### src/rtl/ram_port_arb_pkg.sv
// Shared constants for the two-requester RAM port arbiter.
package ram_port_arb_pkg;

    localparam int ADDR_W   = 16;
    localparam int DATA_W   = 32;
    localparam int OOB_BIT  = 15;
    localparam int STARVE_W = 4;

    localparam logic REQ_CPU = 1'b0;
    localparam logic REQ_DMA = 1'b1;

endpackage

### src/rtl/ram_port_arb_starve_counter.sv
// Saturating starvation counter: counts denied cycles of the low-priority
// requester and flags when it has waited long enough to be promoted.
module starve_counter
    import ram_port_arb_pkg::*;
#(
    parameter int MAX_WAIT = 4
) (
    input  logic                clk,
    input  logic                reset,
    input  logic                inc,
    input  logic                clr,
    output logic [STARVE_W-1:0] cnt,
    output logic                at_limit
);

    localparam logic [STARVE_W-1:0] LIMIT = STARVE_W'(MAX_WAIT);

    always_ff @(posedge clk) begin
        if (reset) begin
            cnt <= '0;
        end else if (clr) begin
            cnt <= '0;
        end else if (inc && (cnt != LIMIT)) begin
            cnt <= cnt + 1'b1;
        end
    end

    assign at_limit = (cnt == LIMIT);

endmodule

### src/rtl/ram_port_arb.sv
// Arbiter for the single 32-bit RAM port shared by the CPU data path (m0)
// and the host loader/DMA engine (m1), with read return and range checking.
module ram_port_arb
    import ram_port_arb_pkg::*;
#(
    parameter int MAX_WAIT = 4
) (
    input  logic              clk,
    input  logic              reset,
    input  logic              m0_req,
    input  logic              m0_we,
    input  logic [ADDR_W-1:0] m0_addr,
    input  logic [DATA_W-1:0] m0_wdata,
    output logic              m0_gnt,
    output logic              m0_rvalid,
    output logic [DATA_W-1:0] m0_rdata,
    input  logic              m1_req,
    input  logic              m1_we,
    input  logic [ADDR_W-1:0] m1_addr,
    input  logic [DATA_W-1:0] m1_wdata,
    output logic              m1_gnt,
    output logic              m1_rvalid,
    output logic [DATA_W-1:0] m1_rdata,
    output logic              m1_err,
    output logic [ADDR_W-1:0] ram_addr,
    output logic [DATA_W-1:0] ram_d,
    output logic              ram_wr,
    input  logic [DATA_W-1:0] ram_q
);

    // Handshake: a requester raises req with stable we/addr/wdata and holds them
    // until gnt is high in the same cycle; that cycle is the transfer. For a read,
    // rvalid qualifies rdata exactly one cycle later; writes have no response.

    logic [STARVE_W-1:0] starve_cnt;
    logic                starve_hit;
    logic                m0_oob;
    logic                m1_oob;
    logic                rd_pend;
    logic                rd_who;
    logic                rd_oob;
    logic [DATA_W-1:0]   rd_data;

    starve_counter #(
        .MAX_WAIT (MAX_WAIT)
    ) u_starve (
        .clk      (clk),
        .reset    (reset),
        .inc      (m1_req && !m1_gnt),
        .clr      (m1_gnt || !m1_req),
        .cnt      (starve_cnt),
        .at_limit (starve_hit)
    );

    assign m0_oob = m0_addr[OOB_BIT];
    assign m1_oob = m1_addr[OOB_BIT];

    // m0 has priority unless m1 has waited MAX_WAIT cycles.
    assign m0_gnt = !reset && m0_req && (!m1_req || !starve_hit);
    assign m1_gnt = !reset && m1_req && (!m0_req || starve_hit);

    always_comb begin
        ram_addr = '0;
        ram_d    = '0;
        ram_wr   = 1'b0;
        if (m1_gnt) begin
            ram_addr = m1_addr;
            ram_d    = m1_wdata;
            ram_wr   = m1_we && !m1_oob;
        end else if (m0_gnt) begin
            // m0 out-of-range reads alias onto the RAM; its writes are dropped.
            ram_addr = m0_addr;
            ram_d    = m0_wdata;
            ram_wr   = m0_we && !m0_oob;
        end
    end

    always_ff @(posedge clk) begin
        if (reset) begin
            rd_pend <= 1'b0;
            rd_who  <= REQ_CPU;
            rd_oob  <= 1'b0;
            m1_err  <= 1'b0;
        end else begin
            rd_pend <= (m0_gnt && !m0_we) || (m1_gnt && !m1_we);
            rd_who  <= m1_gnt ? REQ_DMA : REQ_CPU;
            rd_oob  <= m1_gnt && m1_oob;
            m1_err  <= m1_gnt && m1_oob;
        end
    end

    // A read granted just before reset must not return while reset is held.
    assign m0_rvalid = rd_pend && !reset && (rd_who == REQ_CPU);
    assign m1_rvalid = rd_pend && !reset && (rd_who == REQ_DMA);

    assign rd_data  = rd_oob ? '0 : ram_q;
    assign m0_rdata = rd_data;
    assign m1_rdata = rd_data;

endmodule

### config.mk
export PLATFORM = sky130hd
export DESIGN_NAME = ram_port_arb
export DESIGN_NICKNAME = d
export VERILOG_FILES = /design/src/rtl/ram_port_arb_pkg.sv /design/src/rtl/ram_port_arb_starve_counter.sv /design/src/rtl/ram_port_arb.sv
export SDC_FILE = /design/constraint.sdc
export NUM_CORES = 1
export LEC_CHECK = 0
export BUFFER_PORTS_ARGS = -buffer_cell sky130_fd_sc_hd__buf_4
export CORE_AREA = 2 2 99 101
export CTS_CLUSTER_SIZE = 8
export DETAILED_ROUTE_END_ITERATION = 7
export DIE_AREA = 0 0 101 103
export MAX_ROUTING_LAYER = met4
export PLACE_DENSITY = 0.53
export SYNTH_ARGS = -nofsm -noshare
export SYNTH_HDL_FRONTEND = slang
export SYNTH_SLANG_ARGS = --single-unit
### constraint.sdc
create_clock -name clk -period 1.69 [get_ports clk]
set_input_delay 0.2535 -clock clk [delete_from_list [all_inputs] [get_ports clk]]
set_output_delay 0.2535 -clock clk [all_outputs]
set_load 0.005 [all_outputs]
==> results of run 1 <==
[logic make-up (layout without fill, tap and decap cells)]
family          Yosys count  after routing
compound gates           53             53
fa+ha+maj                 2              2
simple gates             44             44
buf+inv                  54            283
flops                     7              7
xor+xnor                  2              2
other cells               0              2
[per-layer routing]
layer / track usage (%) / wire length [um] / vias up
met5: - / 0 / -
met4: 4.05 / 74 / 0
li1: - / - / 1013
met2: 25.3 / 4360 / 145
met1: 12.9 / 2830 / 928
met3: 2.58 / 708 / 4
[Yosys cell counts]
cell and instances:
a22o_1 49, buf_4 37, nor2b_1 32, inv_1 8
dfxtp_1 7, buf_6 6, nor3_1 4, clkbuf_1 3
ha_1 2, a21oi_1 1, a21oi_2 1, a32o_1 1
and2_1 1, and3_1 1, nand2_1 1, nand2b_1 1
nand3_1 1, nand3b_4 1, nor2_1 1, nor3b_1 1
o211a_1 1, xnor2_1 1, xor2_1 1
[flip-flops by register name, indices dropped and copies added (netlist names)]
signal	flops
u_starve.cnt	4
rd_oob	1
rd_pend	1
rd_who	1
[layout by cell type, fill, tap and decap left out]
cell	synthesis	layout
a22o_1	49	48
nand3_1	1	1
ha_4	0	1
xor2_1	1	1
ha_1	2	1
buf_12	0	4
a22o_4	0	1
buf_16	0	2
a21oi_1	1	1
nand2b_1	1	1
nand3b_4	1	1
dfxtp_1	7	5
diode_2	0	2
and2_1	1	1
dfxtp_2	0	2
nand2_1	1	1
buf_4	37	252
a32o_1	1	1
o211a_4	0	1
xnor2_1	1	1
buf_6	6	10
clkbuf_16	0	3
inv_2	0	2
nor2_1	1	1
clkbuf_8	0	3
nor2b_1	32	32
clkbuf_1	3	1
inv_1	8	6
nor3_1	4	4
nor3b_1	1	1
a21oi_4	0	1
and3_1	1	1
[where the power goes]
| group | leakage [nW] | total (mW) | internal (mW) | switching, mW |
|---|---|---|---|---|
| sequential | 0.0579 | 0.172 | 0.171 | 0.00187 |
| combinational | 1.76 | 0.776 | 0.522 | 0.254 |
| clock | 0.0228 | 0.237 | 0.163 | 0.0735 |
| total | 1.84 | 1.19 | 0.855 | 0.330 |
[layout make-up]
class                           instances  area share (%)
Multi-Input combinational cell        101            24.1
Tap cell                              114            4.19
Timing Repair Buffer                  271            65.1
Inverter                                8           0.883
Antenna cell                            2           0.147
Sequential cell                         7            4.19
Clock buffer                            4            1.32
[how the worst max path moves through the flow]
| stage | start | end | slack (ps) | cells after the start |
|---|---|---|---|---|
| floorplan | u_starve.cnt[0]$_SDFFE_PP0P_ | ram_d[22] | 150 | 7 |
| global placement | u_starve.cnt[0]$_SDFFE_PP0P_ | ram_wr | -50 | 7 |
| finish | u_starve.cnt[1]$_SDFFE_PP0P_ | ram_d[10] | -250 | 7 |
| CTS | u_starve.cnt[0]$_SDFFE_PP0P_ | ram_wr | -240 | 7 |
| global route | u_starve.cnt[1]$_SDFFE_PP0P_ | ram_wr | -310 | 7 |
| detailed placement | u_starve.cnt[0]$_SDFFE_PP0P_ | ram_wr | -50 | 7 |
[per-stage QoR]
stage	utilization (%)	area (um^2)
final	36.0	3400
after global routing	36.0	3400
after CTS	34.9	3300
after detailed placement	32.9	3110
after global placement	32.9	3110
after floorplan	-	1310
[timing repair]
action / CTS / global route
pin swaps: 0 / 9
hold buffers: 0 / 0
setup endpoints to repair: 51 / 51
buffers inserted: 5 / 0
gates cloned: 2 / 3
resized for setup: 17 / 3
==> flow_metrics.py, run 1 <==
metrics = {
    "die": {
        "die-area_um2": 10400,
        "die_h_um": 103,
        "rows": 36,
        "core_um2": 9460,
        "start_util_pct": 13.9,
        "fp.dieW_um": 101,
        "io_pins": 252,
    },
    "timing": {
        "rsz0062_at_grt": "yes",
        "min_period_ps": 1940,
        "report.final.slew_viol_count": 0,
        "hold-worst-slack_ps": 263,
        "worst_pin_slew_ps": 311,
        "setup_tns_ps": -11560,
        "maxSlewHeadroom_pct": 79.2,
        "max_clock_freq_ghz": 0.515,
        "skew_ps": 2.99,
        "fin_crit_sh_pct": 115,
        "final-setup-viol-count": 51,
        "setup_slack_ps": -251,
        "final_hold_viol_count": 0,
    },
    "placement": {
        "gp_congestion": 0.773,
        "pre_cts_slack_ps": -54.9,
        "numPortBuffers": 251,
        "dp_cells": 491,
        "dpl.hpwl_um": 6420,
    },
    "critical_path": {
        "path_max_fanout": 14,
        "critPathSlowestCell": "o211a_4",
        "crit_type": "flop to primary output",
        "critPathLaunchType": "flop",
        "worstPathRequired_ps": 1440,
        "critical_path.max_stage_delay_ps": 330,
        "cp_num_buf_inv": 3,
        "cp.arrival_ps": 1690,
        "ff2ff_path_depth": 6,
        "r2r_end": "rd_pend$_SDFF_PP0_",
        "path_cells": "inv_2 -> ha_4 -> nand3b_4 -> o211a_4 -> clkbuf_16 -> a22o_1 -> buf_4",
        "cp_top_family": "compound AO/OA/AOI/OAI gates",
        "r2r_setup_slack_ps": 220,
        "regToRegStartpoint": "u_starve.cnt[1]$_SDFFE_PP0P_",
        "cp-end-kind": "primary output",
    },
    "synth": {
        "synth_top_area_share_pct": 32.7,
        "ys_types": 23,
        "synth_top_family_by_area": "compound AO/OA/AOI/OAI gates",
        "synth_area_leader_cell": "a22o_1",
        "synth.area.mux_share_pct": 0,
        "synth_compound_area_share_pct": 35.3,
        "synthSimpleGateAreaFrac_pct": 21.3,
        "yosysWarnings": 0,
        "synthAdderAreaFrac_pct": 1.91,
        "yosys_register_bits": 7,
        "netlist_instances": 162,
        "synth_area_leaders": "a22o_1 (33%), buf_4 (21%), nor2b_1 (15%)",
        "syn_nets": 298,
        "syn_area_um2": 1310,
        "synth-xor-area-share_pct": 1.34,
        "seq_area_frac_synth_pct": 10.7,
        "syn_avg_cell_area_um2": 8.09,
    },
    "detailed_routing": {
        "vias": 2090,
        "avgViaCountPerCell": 4.12,
        "ant_nets": 0,
        "drt-total-wl_um": 7980,
        "wl_per_cell_um": 15.7,
        "first_pass_iters": 3,
        "drc_errors": 0,
        "first_iter_violations": 30,
    },
    "run_status": {
        "status": "finished with violations",
        "violations": "negative setup slack",
    },
    "global_routing": {
        "antenna_found_initial": 2,
        "first_global_vias": 1927,
        "grt.overflow.total": 0,
        "grt_max_degree": 34,
        "grt_use_total_pct": 13.0,
        "grt_pass1_wl_um": 9780,
    },
    "clocking": {
        "clock_latency_ps": 230,
        "cts_sinks": 7,
        "path_clk_slew_ps": 40,
        "clockBufferDepth": 2,
        "htreeDepth": 1,
        "cts-root-buf": "clkbuf_8",
        "cts_made_buffers": 3,
        "cts_tree": "yes",
    },
    "hold_path": {
        "hold_path_depth": 2,
        "hold_class": "input pin to flop",
        "hold_start": "m0_req",
        "hold-path-endpoint": "rd_who$_SDFF_PP0_",
    },
    "final_layout": {
        "fill_cells": 957,
        "drive_above_1_share_pct": 72.4,
        "multi_input_area_um2": 821,
        "final_cells": 507,
        "regArea_um2": 143,
        "area_delta_synth_final_pct": 159,
        "fin_nets": 528,
    },
    "pwr": {
        "irDropWorstVdd_mv": 0.172,
        "finalPower_mw": 1.19,
        "leakage_nw": 1.84,
        "p_per_area_nw_per_um2": 348,
    },
    "run": {
        "drv_cap": 0,
    },
}
No activity file was read; power rests on OpenSTA's default activity.
==> inputs of run 2 (changes only) <==
Settings changed: SYNTH_HIERARCHICAL set to 1.
==> run 2 against run 1 <==
The run still ends with negative setup slack left. Flip-flop and latch count unchanged. Die area unchanged. Area after synthesis increased by 4.0%. Core utilization increased by 2.8 points. Non-clock buffer count increased by 17. Combinational power increased by 4.9%.
==> flow_metrics.py, run 2 <==
metrics = {
    "detailed_routing": {
        "ant_nets": 0,
        "first_pass_iters": 3,
        "wl_per_cell_um": 15.5,
        "first_iter_violations": 9,
        "vias": 2268,
        "drt-total-wl_um": 8230,
        "avgViaCountPerCell": 4.28,
        "drc_errors": 0,
    },
    "timing": {
        "worst_pin_slew_ps": 316,
        "maxSlewHeadroom_pct": 78.9,
        "report.final.slew_viol_count": 0,
        "setup_slack_ps": -407,
        "rsz0062_at_grt": "yes",
        "setup_tns_ps": -18690,
        "min_period_ps": 2100,
        "skew_ps": 0.718,
        "final-setup-viol-count": 53,
        "max_clock_freq_ghz": 0.477,
        "fin_crit_sh_pct": 124,
        "final_hold_viol_count": 0,
    },
    "pwr": {
        "finalPower_mw": 1.23,
        "p_per_area_nw_per_um2": 335,
        "irDropWorstVdd_mv": 0.190,
        "leakage_nw": 1.97,
    },
    "synth": {
        "seq_area_frac_synth_pct": 10.3,
        "synth_area_leaders": "a22o_1 (31%), buf_4 (18%), nor2b_1 (15%)",
        "syn_area_um2": 1360,
        "syn_avg_cell_area_um2": 8.07,
        "synth_top_area_share_pct": 31.5,
        "synthAdderAreaFrac_pct": 1.83,
        "synth-edff-count": 0,
        "synthSimpleGateAreaFrac_pct": 24.7,
        "synth.area.mux_share_pct": 0,
        "yosys_register_bits": 7,
        "ys_types": 28,
        "syn_nets": 305,
        "netlist_instances": 169,
        "synth_area_leader_cell": "a22o_1",
        "yosysMostFrequentCell": "a22o_1",
        "synthArstFlopShare_pct": 0,
        "synth-xor-area-share_pct": 0,
        "synth_commonest_cells": "a22o_1 (49), buf_4 (32), nor2b_1 (32)",
        "synth_top_family_by_area": "compound AO/OA/AOI/OAI gates",
        "synth_compound_area_share_pct": 36.3,
        "synthFlopType": "dfxtp_1",
        "yosysWarnings": 6,
    },
    "placement": {
        "numPortBuffers": 251,
        "gp_congestion": 0.795,
        "pre_cts_slack_ps": -153,
        "dpl.hpwl_um": 6320,
    },
    "final_layout": {
        "regArea_um2": 143,
        "largest_reg_flops": 4,
        "drive_above_1_share_pct": 74.8,
        "fin_nets": 553,
        "multi_input_area_um2": 926,
        "area_delta_synth_final_pct": 169,
        "fill_cells": 952,
        "mostFrequentLayoutCells": "buf_4 (258), a22o_1 (49), nor2b_1 (32)",
        "n_antenna_cell": 0,
        "top_register": "u_starve/cnt",
        "final_common_cell": "buf_4",
    },
    "critical_path": {
        "critPathLaunchType": "flop",
        "cp-end-kind": "primary output",
        "crit_type": "flop to primary output",
        "path_max_fanout": 22,
        "worstPathRequired_ps": 1440,
        "cp.arrival_ps": 1840,
    },
    "run_status": {
        "violations": "negative setup slack",
        "status": "finished with violations",
    },
    "clocking": {
        "cts-root-buf": "clkbuf_8",
        "clock_latency_ps": 230,
        "path_clk_slew_ps": 40,
        "cts_sinks": 7,
        "htreeDepth": 1,
        "cts_tree": "yes",
        "clockBufferDepth": 2,
        "cts_made_buffers": 3,
    },
    "global_routing": {
        "first_global_vias": 2103,
        "grt_pass1_wl_um": 10600,
        "antenna_found_initial": 0,
        "grt_use_total_pct": 13.3,
        "grt_max_degree": 34,
        "grt.overflow.total": 0,
    },
    "die": {
        "die_h_um": 103,
        "die-area_um2": 10400,
        "start_util_pct": 14.4,
        "io_pins": 252,
        "rows": 36,
        "fp.dieW_um": 101,
        "core_um2": 9460,
    },
    "run": {
        "drv_cap": 0,
    },
    "hold_path": {
        "hold_class": "input pin to flop",
    },
}
run 2: worst paths after layout:
kind / slack, ps / cells past startpoint / endpoint / startpoint
hold reg to reg: 600 / 2 / u_starve/cnt[3]$_SDFFE_PP0P_ / u_starve/cnt[3]$_SDFFE_PP0P_
hold / removal: 250 / 2 / rd_oob$_SDFF_PP0_ / m1_addr[15]
setup reg to reg: -20 / 12 / u_starve/cnt[0]$_SDFFE_PP0P_ / u_starve/cnt[1]$_SDFFE_PP0P_
setup / recovery: -410 / 10 / ram_d[31] / u_starve/cnt[1]$_SDFFE_PP0P_
run 2: cells by family (layout without fill, tap and decap cells):
logic type      after synthesis  in the layout
compound gates               58             58
buf+inv                      54            301
simple gates                 48             48
fa+ha+maj                     2              2
flops                         7              7
run 2: cell type report:
type / count / share of cell area (%)
repair buffers: 288 / 64.8
multi-input cells: 108 / 25.2
inverters: 9 / 0.989
flip-flops and latches: 7 / 3.89
clock buffers: 4 / 1.23
well taps: 114 / 3.89
run 2: power breakdown:
part	internal (mW)	switching, mW
combinational	0.543	0.271
clock	0.164	0.0785
sequential	0.170	0.00202
total	0.877	0.352
run 2: timing repair:
action	4_1_cts	5_1_grt
pin swaps	5	24
cloned	2	4
setup endpoints to repair	55	55
resized for setup	27	13
buffers inserted	25	4
hold buffers	0	0
run 2: worst max-delay path, stage by stage (launching register included):
cell	delay [ps]
dfxtp_2	320
inv_2	60
ha_4	120
nand3b_1	110
inv_2	130
nor2b_4	60
nor3b_4	220
buf_4	180
buf_16	160
a22o_1	150
buf_4	110
run 2: metal layers:
| layer | wire length, um | GRT usage [%] | up-vias |
|---|---|---|---|
| li1 | - | - | 1078 |
| met5 | 0 | - | - |
| met1 | 3150 | 15.2 | 1033 |
| met3 | 516 | 0.949 | 5 |
| met4 | 45 | 2.18 | 0 |
| met2 | 4510 | 25.8 | 152 |
run 2: stage by stage:
| step | cell area [um^2] | util, % | hold slack, ps | cells |
|---|---|---|---|---|
| finish | 3670 | 38.8 | 252 | 530 |
| floorplan | 1380 | - | 327 | 169 |
| detailed placement | 3230 | 34.1 | 494 | 505 |
| global placement | 3230 | 34.1 | 493 | 505 |
| global route | 3670 | 38.8 | 274 | 530 |
| CTS | 3550 | 37.6 | 251 | 527 |
==> inputs of run 3 (changes only) <==
Settings changed: PLACE_DENSITY 0.53 to 0.57.
==> run 3 against run 2 <==
The run still ends with negative setup slack left. Clock-buffer cell count unchanged. First-iteration DRC count rose to 3.3 times the previous value. Design area fell by 0.14%. Sequential share of layout area hardly changed. Maximum frequency decreased by 1.4%. Sequential power about the same. Die area stayed put. Critical path depth unchanged. Global-route usage shrank 1.2 points. Setup slack lost 30 ps. Hold slack improved by 43 ps. Critical endpoint is now ram_addr[15]. Largest power group unchanged.
==> flow_metrics.py, run 3 (synthesized netlist as in run 2, its figures left out) <==
metrics = {
    "run_status": {
        "status": "finished with violations",
        "violations": "negative setup slack",
    },
    "detailed_routing": {
        "avgViaCountPerCell": 4.31,
        "drt-total-wl_um": 7990,
        "ant_nets": 0,
        "first_iter_violations": 30,
        "drc_errors": 0,
        "vias": 2270,
        "wl_per_cell_um": 15.2,
        "first_pass_iters": 4,
    },
    "clocking": {
        "cts-root-buf": "clkbuf_8",
        "cts_sinks": 7,
        "path_clk_slew_ps": 40,
        "cts_tree": "yes",
        "cts_made_buffers": 3,
        "htreeDepth": 1,
        "clock_latency_ps": 220,
        "clockBufferDepth": 2,
    },
    "global_routing": {
        "first_global_vias": 2012,
        "antenna_found_initial": 0,
        "grt_max_degree": 34,
        "grt_use_total_pct": 12.2,
        "grt_pass1_wl_um": 9690,
        "grt.overflow.total": 0,
    },
    "timing": {
        "setup_tns_ps": -20720,
        "skew_ps": 1.66,
        "final_hold_viol_count": 0,
        "setup_slack_ps": -436,
        "report.final.slew_viol_count": 0,
        "min_period_ps": 2130,
        "maxSlewHeadroom_pct": 83.9,
        "hold-worst-slack_ps": 295,
        "final-setup-viol-count": 55,
        "max_clock_freq_ghz": 0.470,
        "worst_pin_slew_ps": 241,
        "rsz0062_at_grt": "yes",
        "fin_crit_sh_pct": 126,
    },
    "pwr": {
        "leakage_nw": 1.96,
        "finalPower_mw": 1.22,
        "p_per_area_nw_per_um2": 334,
        "irDropWorstVdd_mv": 0.198,
    },
    "final_layout": {
        "top_register": "u_starve/cnt",
        "final_cell_area_um2": 3660,
        "utilization_pct": 38.7,
        "final_cells": 527,
        "fill_cells": 930,
        "mostFrequentLayoutCells": "buf_4 (260), a22o_1 (49), nor2b_1 (32)",
        "n_antenna_cell": 0,
        "area_delta_synth_final_pct": 169,
        "fin_nets": 550,
        "multi_input_area_um2": 912,
        "drive_above_1_share_pct": 74.3,
        "final_common_cell": "buf_4",
        "regArea_um2": 143,
        "largest_reg_flops": 4,
    },
    "critical_path": {
        "critical_path.max_stage_delay_ps": 320,
        "crit_type": "flop to primary output",
        "critPathLaunchType": "flop",
        "cp-end-kind": "primary output",
        "path_max_fanout": 13,
        "worstPathRequired_ps": 1440,
        "path_cells": "inv_2 -> ha_4 -> nand3b_1 -> inv_2 -> nor2b_4 -> nor3b_4 -> buf_4 -> clkbuf_16 -> a22o_1 -> buf_4",
        "cp.arrival_ps": 1870,
        "critPathSlowestCell": "dfxtp_2",
    },
    "die": {
        "io_pins": 252,
        "die-area_um2": 10400,
        "start_util_pct": 14.4,
        "rows": 36,
        "die_h_um": 103,
        "fp.dieW_um": 101,
        "core_um2": 9460,
    },
    "hold_path": {
        "hold_class": "input pin to flop",
    },
    "placement": {
        "numPortBuffers": 251,
        "dpl_cell_area_um2": 3210,
        "dpl.hpwl_um": 5420,
        "gp_congestion": 0.864,
        "dp_cells": 501,
        "pre_cts_slack_ps": -123,
    },
    "run": {
        "drv_cap": 0,
    },
}
[run 3: final timing paths]
path,from,endpoint,slack [ps],cells past startpoint
min,m1_addr[15],rd_oob$_SDFF_PP0_,300,2
min reg2reg,u_starve/cnt[0]$_SDFFE_PP0P_,u_starve/cnt[0]$_SDFFE_PP0P_,540,3
max,u_starve/cnt[0]$_SDFFE_PP0P_,ram_addr[15],-440,10
max reg2reg,u_starve/cnt[1]$_SDFFE_PP0P_,u_starve/cnt[3]$_SDFFE_PP0P_,-190,12
[run 3: area by class of cell]
cell class                 instances  area share [%]
clock buffer                       4            1.23
sequential                         7            3.89
timing repair buffer             285            65.1
multi-input combinational        108            24.9
inverter                           9           0.991
tap                              114            3.89
[run 3: what timing repair did]
item	CTS	global route
hold buffers	0	0
setup endpoints to repair	52	56
gates cloned	4	5
pin swaps	11	17
resized for setup	10	18
buffers inserted	15	2
[run 3: per-layer routing]
layer | track usage, % | vias up | share of wire [%]
li1 | - | 1076 | -
met1 | 14.3 | 1041 | 38
met2 | 22.9 | 151 | 54
met3 | 0.814 | 2 | 7.1
met4 | 2.18 | 0 | 0.50
met5 | - | - | 0
[run 3: report_power, final]
group	switching, mW	internal [mW]	leakage (nW)
clock	0.0705	0.163	0.0228
combinational	0.270	0.546	1.87
sequential	0.00223	0.170	0.0579
total	0.343	0.880	1.96
[run 3: critical path, delay by kind of cell (launching register included)]
kind | cells | cell delay, ps
simple gates | 3 | 340
fa+ha+maj | 1 | 140
flops | 1 | 320
buf+inv | 5 | 600
compound gates | 1 | 230
